File: src/rtl/ac_axis_lane_dispatch_pkg.sv
// Shared types and helpers for the access-control lane dispatcher.
package ac_axis_lane_dispatch_pkg;

    typedef enum logic [1:0] {
        ST_IDLE  = 2'd0,
        ST_RUN   = 2'd1,
        ST_DRAIN = 2'd2,
        ST_DONE  = 2'd3
    } ac_state_e;

    // Index width that never collapses to zero bits for counts of 1 or 2.
    function automatic int clog2_min1(input int n);
        return (n <= 2) ? 1 : $clog2(n);
    endfunction

endpackage

File: src/rtl/ac_axis_lane_dispatch_if.sv
// Source-image stream plus the per-lane outputs towards the upsamplers.
interface ac_axis_lane_dispatch_if #(
    parameter int DW = 24,
    parameter int N  = 4
);
    logic            s_axis_tvalid;
    logic            s_axis_tready;
    logic [DW-1:0]   s_axis_tdata;
    logic            s_axis_tlast;
    logic            s_axis_tuser;
    logic [N-1:0]    lane_valid;
    logic [N-1:0]    lane_ready;
    logic [N*DW-1:0] lane_data;
    logic [N-1:0]    lane_last;

    modport slave (
        input  s_axis_tvalid, s_axis_tdata, s_axis_tlast, s_axis_tuser, lane_ready,
        output s_axis_tready, lane_valid, lane_data, lane_last
    );

    modport master (
        output s_axis_tvalid, s_axis_tdata, s_axis_tlast, s_axis_tuser, lane_ready,
        input  s_axis_tready, lane_valid, lane_data, lane_last
    );
endinterface

File: src/rtl/ac_axis_lane_dispatch_lane_fifo.sv
// First-word fall-through lane FIFO; pointers carry an extra wrap bit for full/empty.
module ac_axis_lane_dispatch_lane_fifo
    import ac_axis_lane_dispatch_pkg::*;
#(
    parameter int WIDTH = 25,
    parameter int DEPTH = 4
) (
    input  logic             clk,
    input  logic             rst,
    input  logic             push_i,
    input  logic [WIDTH-1:0] push_data_i,
    input  logic             pop_i,
    output logic [WIDTH-1:0] rd_data_o,
    output logic             empty_o,
    output logic             full_o
);
    localparam int AW = clog2_min1(DEPTH);

    logic [WIDTH-1:0] mem_q [DEPTH];
    logic [AW:0]      wr_ptr_q;
    logic [AW:0]      rd_ptr_q;
    logic             do_push;
    logic             do_pop;

    assign empty_o   = (wr_ptr_q == rd_ptr_q);
    assign full_o    = (wr_ptr_q[AW] != rd_ptr_q[AW]) &&
                       (wr_ptr_q[AW-1:0] == rd_ptr_q[AW-1:0]);
    assign do_push   = push_i & ~full_o;
    assign do_pop    = pop_i & ~empty_o;
    assign rd_data_o = mem_q[rd_ptr_q[AW-1:0]];

    always_ff @(posedge clk or posedge rst) begin
        if (rst) begin
            wr_ptr_q <= '0;
            rd_ptr_q <= '0;
            for (int i = 0; i < DEPTH; i++) mem_q[i] <= '0;
        end else begin
            if (do_push) begin
                mem_q[wr_ptr_q[AW-1:0]] <= push_data_i;
                wr_ptr_q                <= wr_ptr_q + 1'b1;
            end
            if (do_pop) rd_ptr_q <= rd_ptr_q + 1'b1;
        end
    end

endmodule

File: src/rtl/ac_axis_lane_dispatch.sv
// Splits the source-image stream across N_PARALLEL lane FIFOs, one frame per crf_ac_UPSTART.
// state | meaning: IDLE wait start | RUN accept pixels | DRAIN wait lanes empty | DONE done pulse
module ac_axis_lane_dispatch
    import ac_axis_lane_dispatch_pkg::*;
#(
    parameter int AXISIN_DATA_WIDTH = 24,
    parameter int N_PARALLEL        = 4,
    parameter int LANE_DEPTH        = 4,
    parameter int SRC_IMG_WIDTH     = 960,
    parameter int SRC_IMG_HEIGHT    = 540,
    parameter int CRF_DATA_WIDTH    = 32
) (
    input  logic                      clk,
    input  logic                      rst,
    input  logic                      crf_ac_UPSTART,
    input  logic                      crf_ac_mode,
    ac_axis_lane_dispatch_if.slave    bus,
    output logic                      ac_crf_processing,
    output logic                      ac_crf_done,
    output logic [CRF_DATA_WIDTH-1:0] ac_crf_hskcnt,
    output logic                      ac_crf_err_last,
    output logic                      ac_crf_err_user
);
    localparam int DW  = AXISIN_DATA_WIDTH;
    localparam int N   = N_PARALLEL;
    localparam int BLK = SRC_IMG_WIDTH / N_PARALLEL;
    localparam int LW  = clog2_min1(N);
    localparam int CW  = clog2_min1(SRC_IMG_WIDTH);
    localparam int RW  = clog2_min1(SRC_IMG_HEIGHT);
    localparam int BW  = clog2_min1(BLK);

    localparam logic [CW-1:0] COL_LAST  = CW'(SRC_IMG_WIDTH - 1);
    localparam logic [CW-1:0] COL_TAIL  = CW'(SRC_IMG_WIDTH - N);
    localparam logic [RW-1:0] ROW_LAST  = RW'(SRC_IMG_HEIGHT - 1);
    localparam logic [LW-1:0] LANE_LAST = LW'(N - 1);
    localparam logic [BW-1:0] BCOL_LAST = BW'(BLK - 1);

    ac_state_e               state_q, state_d;
    logic                    mode_q;
    logic [CW-1:0]           col_q;
    logic [RW-1:0]           row_q;
    logic [LW-1:0]           lane_q;
    logic [LW-1:0]           blk_q;
    logic [BW-1:0]           bcol_q;
    logic [CRF_DATA_WIDTH-1:0] hskcnt_q;
    logic                    err_last_q;
    logic                    err_user_q;

    logic                    run;
    logic                    tready;
    logic                    accept;
    logic                    start;
    logic                    frame_end;
    logic                    all_empty;
    logic [LW-1:0]           tgt;
    logic                    lastflag;
    logic                    tgt_full;
    logic [N-1:0]            fifo_full;
    logic [N-1:0]            fifo_empty;
    logic [DW:0]             rd_word [N];

    always_comb begin
        tgt      = mode_q ? blk_q : lane_q;
        lastflag = mode_q ? (bcol_q == BCOL_LAST) : (col_q >= COL_TAIL);
        tgt_full = 1'b0;
        for (int i = 0; i < N; i++) begin
            if (LW'(i) == tgt) tgt_full = fifo_full[i];
        end
    end

    assign tready    = run & ~tgt_full;
    assign accept    = bus.s_axis_tvalid & tready;
    assign start     = (state_q == ST_IDLE) & crf_ac_UPSTART;
    assign frame_end = accept & (row_q == ROW_LAST) & (col_q == COL_LAST);
    assign all_empty = &fifo_empty;

    always_ff @(posedge clk or posedge rst) begin
        if (rst) state_q <= ST_IDLE;
        else     state_q <= state_d;
    end

    always_comb begin
        state_d = state_q;
        case (state_q)
            ST_IDLE:  if (crf_ac_UPSTART) state_d = ST_RUN;
            ST_RUN:   if (frame_end)      state_d = ST_DRAIN;
            ST_DRAIN: if (all_empty)      state_d = ST_DONE;
            ST_DONE:                      state_d = ST_IDLE;
            default:                      state_d = ST_IDLE;
        endcase
    end

    always_comb begin
        run               = 1'b0;
        ac_crf_processing = 1'b0;
        ac_crf_done       = 1'b0;
        case (state_q)
            ST_RUN:   begin run = 1'b1; ac_crf_processing = 1'b1; end
            ST_DRAIN: ac_crf_processing = 1'b1;
            ST_DONE:  ac_crf_done = 1'b1;
            default:  ;
        endcase
    end

    always_ff @(posedge clk or posedge rst) begin
        if (rst) begin
            mode_q     <= 1'b0;
            col_q      <= '0;
            row_q      <= '0;
            lane_q     <= '0;
            blk_q      <= '0;
            bcol_q     <= '0;
            hskcnt_q   <= '0;
            err_last_q <= 1'b0;
            err_user_q <= 1'b0;
        end else if (start) begin
            mode_q     <= crf_ac_mode;
            col_q      <= '0;
            row_q      <= '0;
            lane_q     <= '0;
            blk_q      <= '0;
            bcol_q     <= '0;
            hskcnt_q   <= '0;
            err_last_q <= 1'b0;
            err_user_q <= 1'b0;
        end else if (accept) begin
            if (hskcnt_q != '1) hskcnt_q <= hskcnt_q + 1'b1;
            if (col_q == COL_LAST) begin
                col_q <= '0;
                row_q <= (row_q == ROW_LAST) ? '0 : row_q + 1'b1;
            end else begin
                col_q <= col_q + 1'b1;
            end
            lane_q <= (lane_q == LANE_LAST) ? '0 : lane_q + 1'b1;
            if (bcol_q == BCOL_LAST) begin
                bcol_q <= '0;
                blk_q  <= (blk_q == LANE_LAST) ? '0 : blk_q + 1'b1;
            end else begin
                bcol_q <= bcol_q + 1'b1;
            end
            // Framing is only flagged; the frame always ends on the pixel count.
            err_last_q <= err_last_q | (bus.s_axis_tlast != (col_q == COL_LAST));
            err_user_q <= err_user_q | (bus.s_axis_tuser != ((col_q == '0) && (row_q == '0)));
        end
    end

    for (genvar g = 0; g < N; g++) begin : g_lane
        ac_axis_lane_dispatch_lane_fifo #(
            .WIDTH (DW + 1),
            .DEPTH (LANE_DEPTH)
        ) u_fifo (
            .clk         (clk),
            .rst         (rst),
            .push_i      (accept && (tgt == LW'(g))),
            .push_data_i ({bus.s_axis_tdata, lastflag}),
            .pop_i       (bus.lane_ready[g]),
            .rd_data_o   (rd_word[g]),
            .empty_o     (fifo_empty[g]),
            .full_o      (fifo_full[g])
        );
    end

    always_comb begin
        bus.lane_data = '0;
        bus.lane_last = '0;
        for (int i = 0; i < N; i++) begin
            bus.lane_data[i*DW +: DW] = rd_word[i][DW:1];
            bus.lane_last[i]          = rd_word[i][0];
        end
    end

    assign bus.lane_valid    = ~fifo_empty;
    assign bus.s_axis_tready = tready;
    assign ac_crf_hskcnt     = hskcnt_q;
    assign ac_crf_err_last   = err_last_q;
    assign ac_crf_err_user   = err_user_q;

endmodule

File: src/flat_wrapper.sv
// flat-port wrapper written by rule: the top's interface ports become plain ports
module ac_axis_lane_dispatch_flat import ac_axis_lane_dispatch_pkg::*;
#(
    parameter int AXISIN_DATA_WIDTH = 24,
    parameter int N_PARALLEL        = 4,
    parameter int LANE_DEPTH        = 4,
    parameter int SRC_IMG_WIDTH     = 960,
    parameter int SRC_IMG_HEIGHT    = 540,
    parameter int CRF_DATA_WIDTH    = 32
)
  (clk, rst, crf_ac_UPSTART, crf_ac_mode, ac_crf_processing, ac_crf_done, ac_crf_hskcnt, ac_crf_err_last, ac_crf_err_user, bus_s_axis_tvalid, bus_s_axis_tdata, bus_s_axis_tlast, bus_s_axis_tuser, bus_lane_ready, bus_s_axis_tready, bus_lane_valid, bus_lane_data, bus_lane_last);
  ac_axis_lane_dispatch_if #(.DW(24), .N(4)) bus_i ();
  input  logic clk;
  input  logic rst;
  input  logic crf_ac_UPSTART;
  input  logic crf_ac_mode;
  output logic ac_crf_processing;
  output logic ac_crf_done;
  output logic [CRF_DATA_WIDTH-1:0] ac_crf_hskcnt;
  output logic ac_crf_err_last;
  output logic ac_crf_err_user;
  input wire logic [$bits(bus_i.s_axis_tvalid)-1:0] bus_s_axis_tvalid;
  input wire logic [$bits(bus_i.s_axis_tdata)-1:0] bus_s_axis_tdata;
  input wire logic [$bits(bus_i.s_axis_tlast)-1:0] bus_s_axis_tlast;
  input wire logic [$bits(bus_i.s_axis_tuser)-1:0] bus_s_axis_tuser;
  input wire logic [$bits(bus_i.lane_ready)-1:0] bus_lane_ready;
  output wire logic [$bits(bus_i.s_axis_tready)-1:0] bus_s_axis_tready;
  output wire logic [$bits(bus_i.lane_valid)-1:0] bus_lane_valid;
  output wire logic [$bits(bus_i.lane_data)-1:0] bus_lane_data;
  output wire logic [$bits(bus_i.lane_last)-1:0] bus_lane_last;
  assign bus_i.s_axis_tvalid = bus_s_axis_tvalid;
  assign bus_i.s_axis_tdata = bus_s_axis_tdata;
  assign bus_i.s_axis_tlast = bus_s_axis_tlast;
  assign bus_i.s_axis_tuser = bus_s_axis_tuser;
  assign bus_i.lane_ready = bus_lane_ready;
  assign bus_s_axis_tready = bus_i.s_axis_tready;
  assign bus_lane_valid = bus_i.lane_valid;
  assign bus_lane_data = bus_i.lane_data;
  assign bus_lane_last = bus_i.lane_last;
  ac_axis_lane_dispatch #(.AXISIN_DATA_WIDTH(AXISIN_DATA_WIDTH), .N_PARALLEL(N_PARALLEL), .LANE_DEPTH(LANE_DEPTH), .SRC_IMG_WIDTH(SRC_IMG_WIDTH), .SRC_IMG_HEIGHT(SRC_IMG_HEIGHT), .CRF_DATA_WIDTH(CRF_DATA_WIDTH)) u_core (.clk(clk), .rst(rst), .crf_ac_UPSTART(crf_ac_UPSTART), .crf_ac_mode(crf_ac_mode), .bus(bus_i), .ac_crf_processing(ac_crf_processing), .ac_crf_done(ac_crf_done), .ac_crf_hskcnt(ac_crf_hskcnt), .ac_crf_err_last(ac_crf_err_last), .ac_crf_err_user(ac_crf_err_user));
endmodule
File: config.mk
export PLATFORM = sky130hd
export DESIGN_NAME = ac_axis_lane_dispatch_flat
export DESIGN_NICKNAME = d
export VERILOG_FILES = /design/src/rtl/ac_axis_lane_dispatch_pkg.sv /design/src/rtl/ac_axis_lane_dispatch_if.sv /design/src/rtl/ac_axis_lane_dispatch_lane_fifo.sv /design/src/rtl/ac_axis_lane_dispatch.sv /design/src/flat_wrapper.sv
export SDC_FILE = /design/constraint.sdc
export NUM_CORES = 1
export LEC_CHECK = 0
export ABC_CLOCK_PERIOD_IN_PS = 4300
export BUFFER_PORTS_ARGS = -buffer_cell sky130_fd_sc_hd__buf_2
export CAP_MARGIN = 20
export CORE_MARGIN = 5
export CORE_UTILIZATION = 35
export DETAILED_ROUTE_END_ITERATION = 7
export RECOVER_POWER = 100
export SLEW_MARGIN = 20
export SYNTH_ARGS = -nofsm -noshare
export SYNTH_HDL_FRONTEND = slang
export SYNTH_HIERARCHICAL = 1
export SYNTH_SLANG_ARGS = --single-unit
File: constraint.sdc
create_clock -name clk -period 4.3 [get_ports clk]
set_input_delay 0.215 -clock clk [delete_from_list [all_inputs] [get_ports clk]]
set_output_delay 0.215 -clock clk [all_outputs]
set_load 0.01 [all_outputs]
==> results.py <==
metrics = {
    "floorplan": {
        "chipWidth_um": 277.8,
        "floorplan.rows": 98,
        "initial_utilization_pct": 35.17,
        "coreArea_um2": 71360,
        "floorplan.die.height_um": 277.8,
        "design.die.area_um2": 77180,
        "ios": 176,
    },
    "setup_path": {
        "crit-reg2reg-launch": "u_core/g_lane[3].u_fifo/wr_ptr_q[1]",
        "cp_max_fo": 22,
        "critPathLaunchType": "register",
        "timing.setup.critical_path_class": "reg2reg",
        "critical_path_arrival_ns": 4.18,
        "reg2reg_depth": 10,
        "worstReg2RegEnd": "u_core/g_lane[2].u_fifo/mem_q[23]",
        "reg2reg_slack_ns": 0.64,
        "cp-end-kind": "register",
        "worst-endpoint-required_ns": 4.82,
    },
    "min_path": {
        "whs_path_depth": 2,
        "holdPathEnd": "u_core/g_lane[3].u_fifo/mem_q[22]",
        "startpoint_of_the_tightest_hold_check_path": "bus_s_axis_tdata[21]",
        "holdCritPathClass": "in2reg",
    },
    "routing": {
        "routedWlPerCell_um": 21.23,
        "dr_total_vias": 14750,
        "postRouteAntennaNets": 0,
        "initialDrtViolationCount": 1010,
        "first_pass_detailed_route_iteration_total": 5,
        "viasPerCell": 5.212,
        "wl_mm": 60.09,
        "drcViolationCount": 0,
    },
    "sta": {
        "final.setup_skew_ns": 0.06583,
        "grt_setup_unrepaired": "false",
        "worstMarginPinSlew_ns": 2.575,
        "post-route-period-util_pct": 85.00,
        "layout_min_cycle_time_ns": 3.655,
        "drv_slew": 170,
        "max_slew_margin_pct": -71.63,
        "timing.hold.ws_ns": 0.07678,
        "finalSetupTns_ns": 0,
        "timing.fmax_mhz": 273.6,
        "finalHoldViolCount": 0,
        "setup-violations-final": 0,
    },
    "cts": {
        "ctsRootBufferMaster": "sky130_fd_sc_hd__clkbuf_16",
        "number_of_buffers_created_by_cts": 54,
        "clkSlewWorstSetupHoldPaths_ns": 0.07,
        "cts.htree.levels": 2,
        "post_cts.resized_instances": 0,
        "clock_sinks": 493,
        "tritoncts": "done",
        "clk-insertion-delay-late_ns": 0.64,
        "cts.path.max_buffers": 3,
    },
    "placed_design": {
        "place.port_buffers": 175,
        "place_hpwl_mm": 39.41,
        "post-place-cells": 2720,
        "place.gp.congestion": 0.8228,
    },
    "synth": {
        "ys_top_cells_by_area": "sky130_fd_sc_hd__dfrtp_1 49%, sky130_fd_sc_hd__mux2_4 19%, sky130_fd_sc_hd__mux4_2 9.0%",
        "post-synth-top-area-fraction_pct": 49.15,
        "yosysUniqueCellTypes": 73,
        "synth-main-ff-cell": "sky130_fd_sc_hd__dfrtp_1",
        "synthesized_netlist_net_count": 1718,
        "number_of_synthesized_flops_with_an_enable_pin": 0,
        "synth.top_cells.by_count": "493 x sky130_fd_sc_hd__dfrtp_1, 316 x sky130_fd_sc_hd__mux2_4, 100 x sky130_fd_sc_hd__mux4_2, 92 x sky130_fd_sc_hd__mux2_2, 75 x sky130_fd_sc_hd__nand2_1",
        "post_synth_inst_count": 1650,
        "total_number_of_yosys_warnings": 6,
        "synth.most_common_cell": "sky130_fd_sc_hd__dfrtp_1",
        "post_synth.cell_area_avg_um2": 15.21,
        "ys_async_sr_fraction_pct": 100.0,
        "synth_largest_area_cell": "sky130_fd_sc_hd__dfrtp_1",
        "netlist_area_um2": 25100,
        "yosysSeqAreaShare_pct": 49.15,
        "synth_seq_cells": 493,
    },
    "run": {
        "maxCapViolations": 4,
    },
    "grt": {
        "grt_antenna_before_repair": 2,
        "grt_remaining_overflow": 0,
        "global_route_wire_length_before_repair_mm": 95.71,
        "gr-usage-all-layers_pct": 15.34,
        "grt_pass1_vias": 15800,
        "grt_max_degree": 84,
    },
    "pwr": {
        "leakage_dissipation_nw": 12.53,
        "vdd_ir_drop_max_uv": 402.6,
        "power_density_nw_per_um2": 596.5,
        "total_power_mw": 16.38,
    },
    "final_layout": {
        "nNetsFinal": 1902,
        "fraction_of_final_layout_cells_sized_beyond_drive_strength_1_pct": 22.03,
        "final_cell_count_no_fill": 2830,
        "finish.utilization_pct": 38.49,
        "area_delta_synth_final_pct": 9.421,
    },
    "outcome": {
        "outcome": "finished with violations",
        "failed_checks": "max-capacitance violations, max-slew violations",
    },
}
worst max-delay path, stage by stage, from the launching register on:
cell	delay (ns)
sky130_fd_sc_hd__dfrtp_1	0.45
sky130_fd_sc_hd__xor2_1	0.44
sky130_fd_sc_hd__nor3_1	0.15
sky130_fd_sc_hd__nand4b_1	0.16
sky130_fd_sc_hd__nand4_1	0.15
sky130_fd_sc_hd__nand4bb_1	0.35
sky130_fd_sc_hd__nor2_1	0.46
sky130_fd_sc_hd__nand2_1	0.16
sky130_fd_sc_hd__a31oi_4	0.26
sky130_fd_sc_hd__clkbuf_2	0.59
sky130_fd_sc_hd__mux2_1	0.40
cells by family (layout without fill, tap and decap cells):
group	after synthesis	in the layout	synth area share, %
AO/OA/AOI/OAI	166	166	5.633
XOR/XNOR	33	33	1.690
adder cells (fa/ha/maj)	33	33	1.645
buffers and inverters	125	354	3.165
flip-flops	493	493	49.15
multiplexers	520	520	32.48
other	0	1	0
AND/OR/NAND/NOR	280	280	6.236
repair_timing:
item                      in CTS  in global routing
setup buffers                  0                  0
hold buffers                   7                  0
hold endpoints to repair     243                  0
report_power, final:
group          leakage (nW)  total [mW]  internal, mW  switching [mW]
registers              6.66        6.48          5.76           0.721
logic                  4.97        5.04          2.16            2.88
clock network         0.905        4.87          2.85            2.02
final cells by class:
cell class | instances | area [um2]
tap | 950 | 1189
multi-input combinational | 1032 | 10780
fill | 6935 | 43900
antenna | 1 | 2.502
inverter | 35 | 137.6
sequential | 493 | 12340
clock inverter | 25 | 356.6
clock buffer | 76 | 1554
timing repair buffer | 218 | 1102
cells in the final DEF (no fill, tap or decap), types with 21 or more instances in the layout:
cell                        instances
sky130_fd_sc_hd__nand3_1           29
sky130_fd_sc_hd__nor3_1            21
sky130_fd_sc_hd__ha_1              33
sky130_fd_sc_hd__clkbuf_16         54
sky130_fd_sc_hd__a21oi_1           30
sky130_fd_sc_hd__dfrtp_1          489
sky130_fd_sc_hd__clkbuf_1         155
sky130_fd_sc_hd__inv_1             33
sky130_fd_sc_hd__mux2_2            92
sky130_fd_sc_hd__nand2_1           74
sky130_fd_sc_hd__nand4_1           22
sky130_fd_sc_hd__mux2_4            23
sky130_fd_sc_hd__nor2_1            25
sky130_fd_sc_hd__mux2_1           294
sky130_fd_sc_hd__buf_4             24
sky130_fd_sc_hd__mux4_2           100
sky130_fd_sc_hd__nand2b_1          24
sky130_fd_sc_hd__buf_2             33
worst max-delay path by stage:
stage,startpoint,to,depth (start not counted)
after floorplan,u_core/g_lane[3].u_fifo/rd_ptr_q[1],u_core/g_lane[1].u_fifo/mem_q[0],14
after global placement,u_core/g_lane[3].u_fifo/wr_ptr_q[1],u_core/g_lane[0].u_fifo/mem_q[94],10
after detailed placement,u_core/g_lane[3].u_fifo/wr_ptr_q[1],u_core/g_lane[0].u_fifo/mem_q[98],10
after CTS,u_core/g_lane[3].u_fifo/wr_ptr_q[1],u_core/g_lane[0].u_fifo/mem_q[98],10
after global routing,u_core/g_lane[3].u_fifo/wr_ptr_q[1],u_core/g_lane[0].u_fifo/mem_q[87],10
final,u_core/g_lane[3].u_fifo/wr_ptr_q[1],u_core/g_lane[2].u_fifo/mem_q[23],10
sequential cells by signal, indices dropped and copies added (netlist names), 2 cells and up:
signal	flops
u_core/g_lane.u_fifo/mem_q	400
u_core/g_lane.u_fifo/wr_ptr_q	12
u_core/ac_crf_hskcnt	32
u_core/row_q	10
u_core/bcol_q	8
u_core/col_q	10
u_core/state_q	2
u_core/lane_q	2
u_core/blk_q	2
u_core/g_lane.u_fifo/rd_ptr_q	12
metal layers:
layer	up-vias	GRT usage (%)	wire length, um
li1	6594	-	-
met1	7804	20.97	26580
met2	283	25.44	29370
met3	70	3.425	3151
met4	0	2.954	985
met5	-	0	0
through the flow:
step	area (um2)	setup slack, ns
3_3_place_gp	26860	0.9445
6_report	27470	0.6448
5_1_grt	27460	0.3398
4_1_cts	28840	0.8062
3_5_place_dp	26860	0.8147
2_1_floorplan	25100	1.086
No activity file was read; power rests on OpenSTA's default activity.
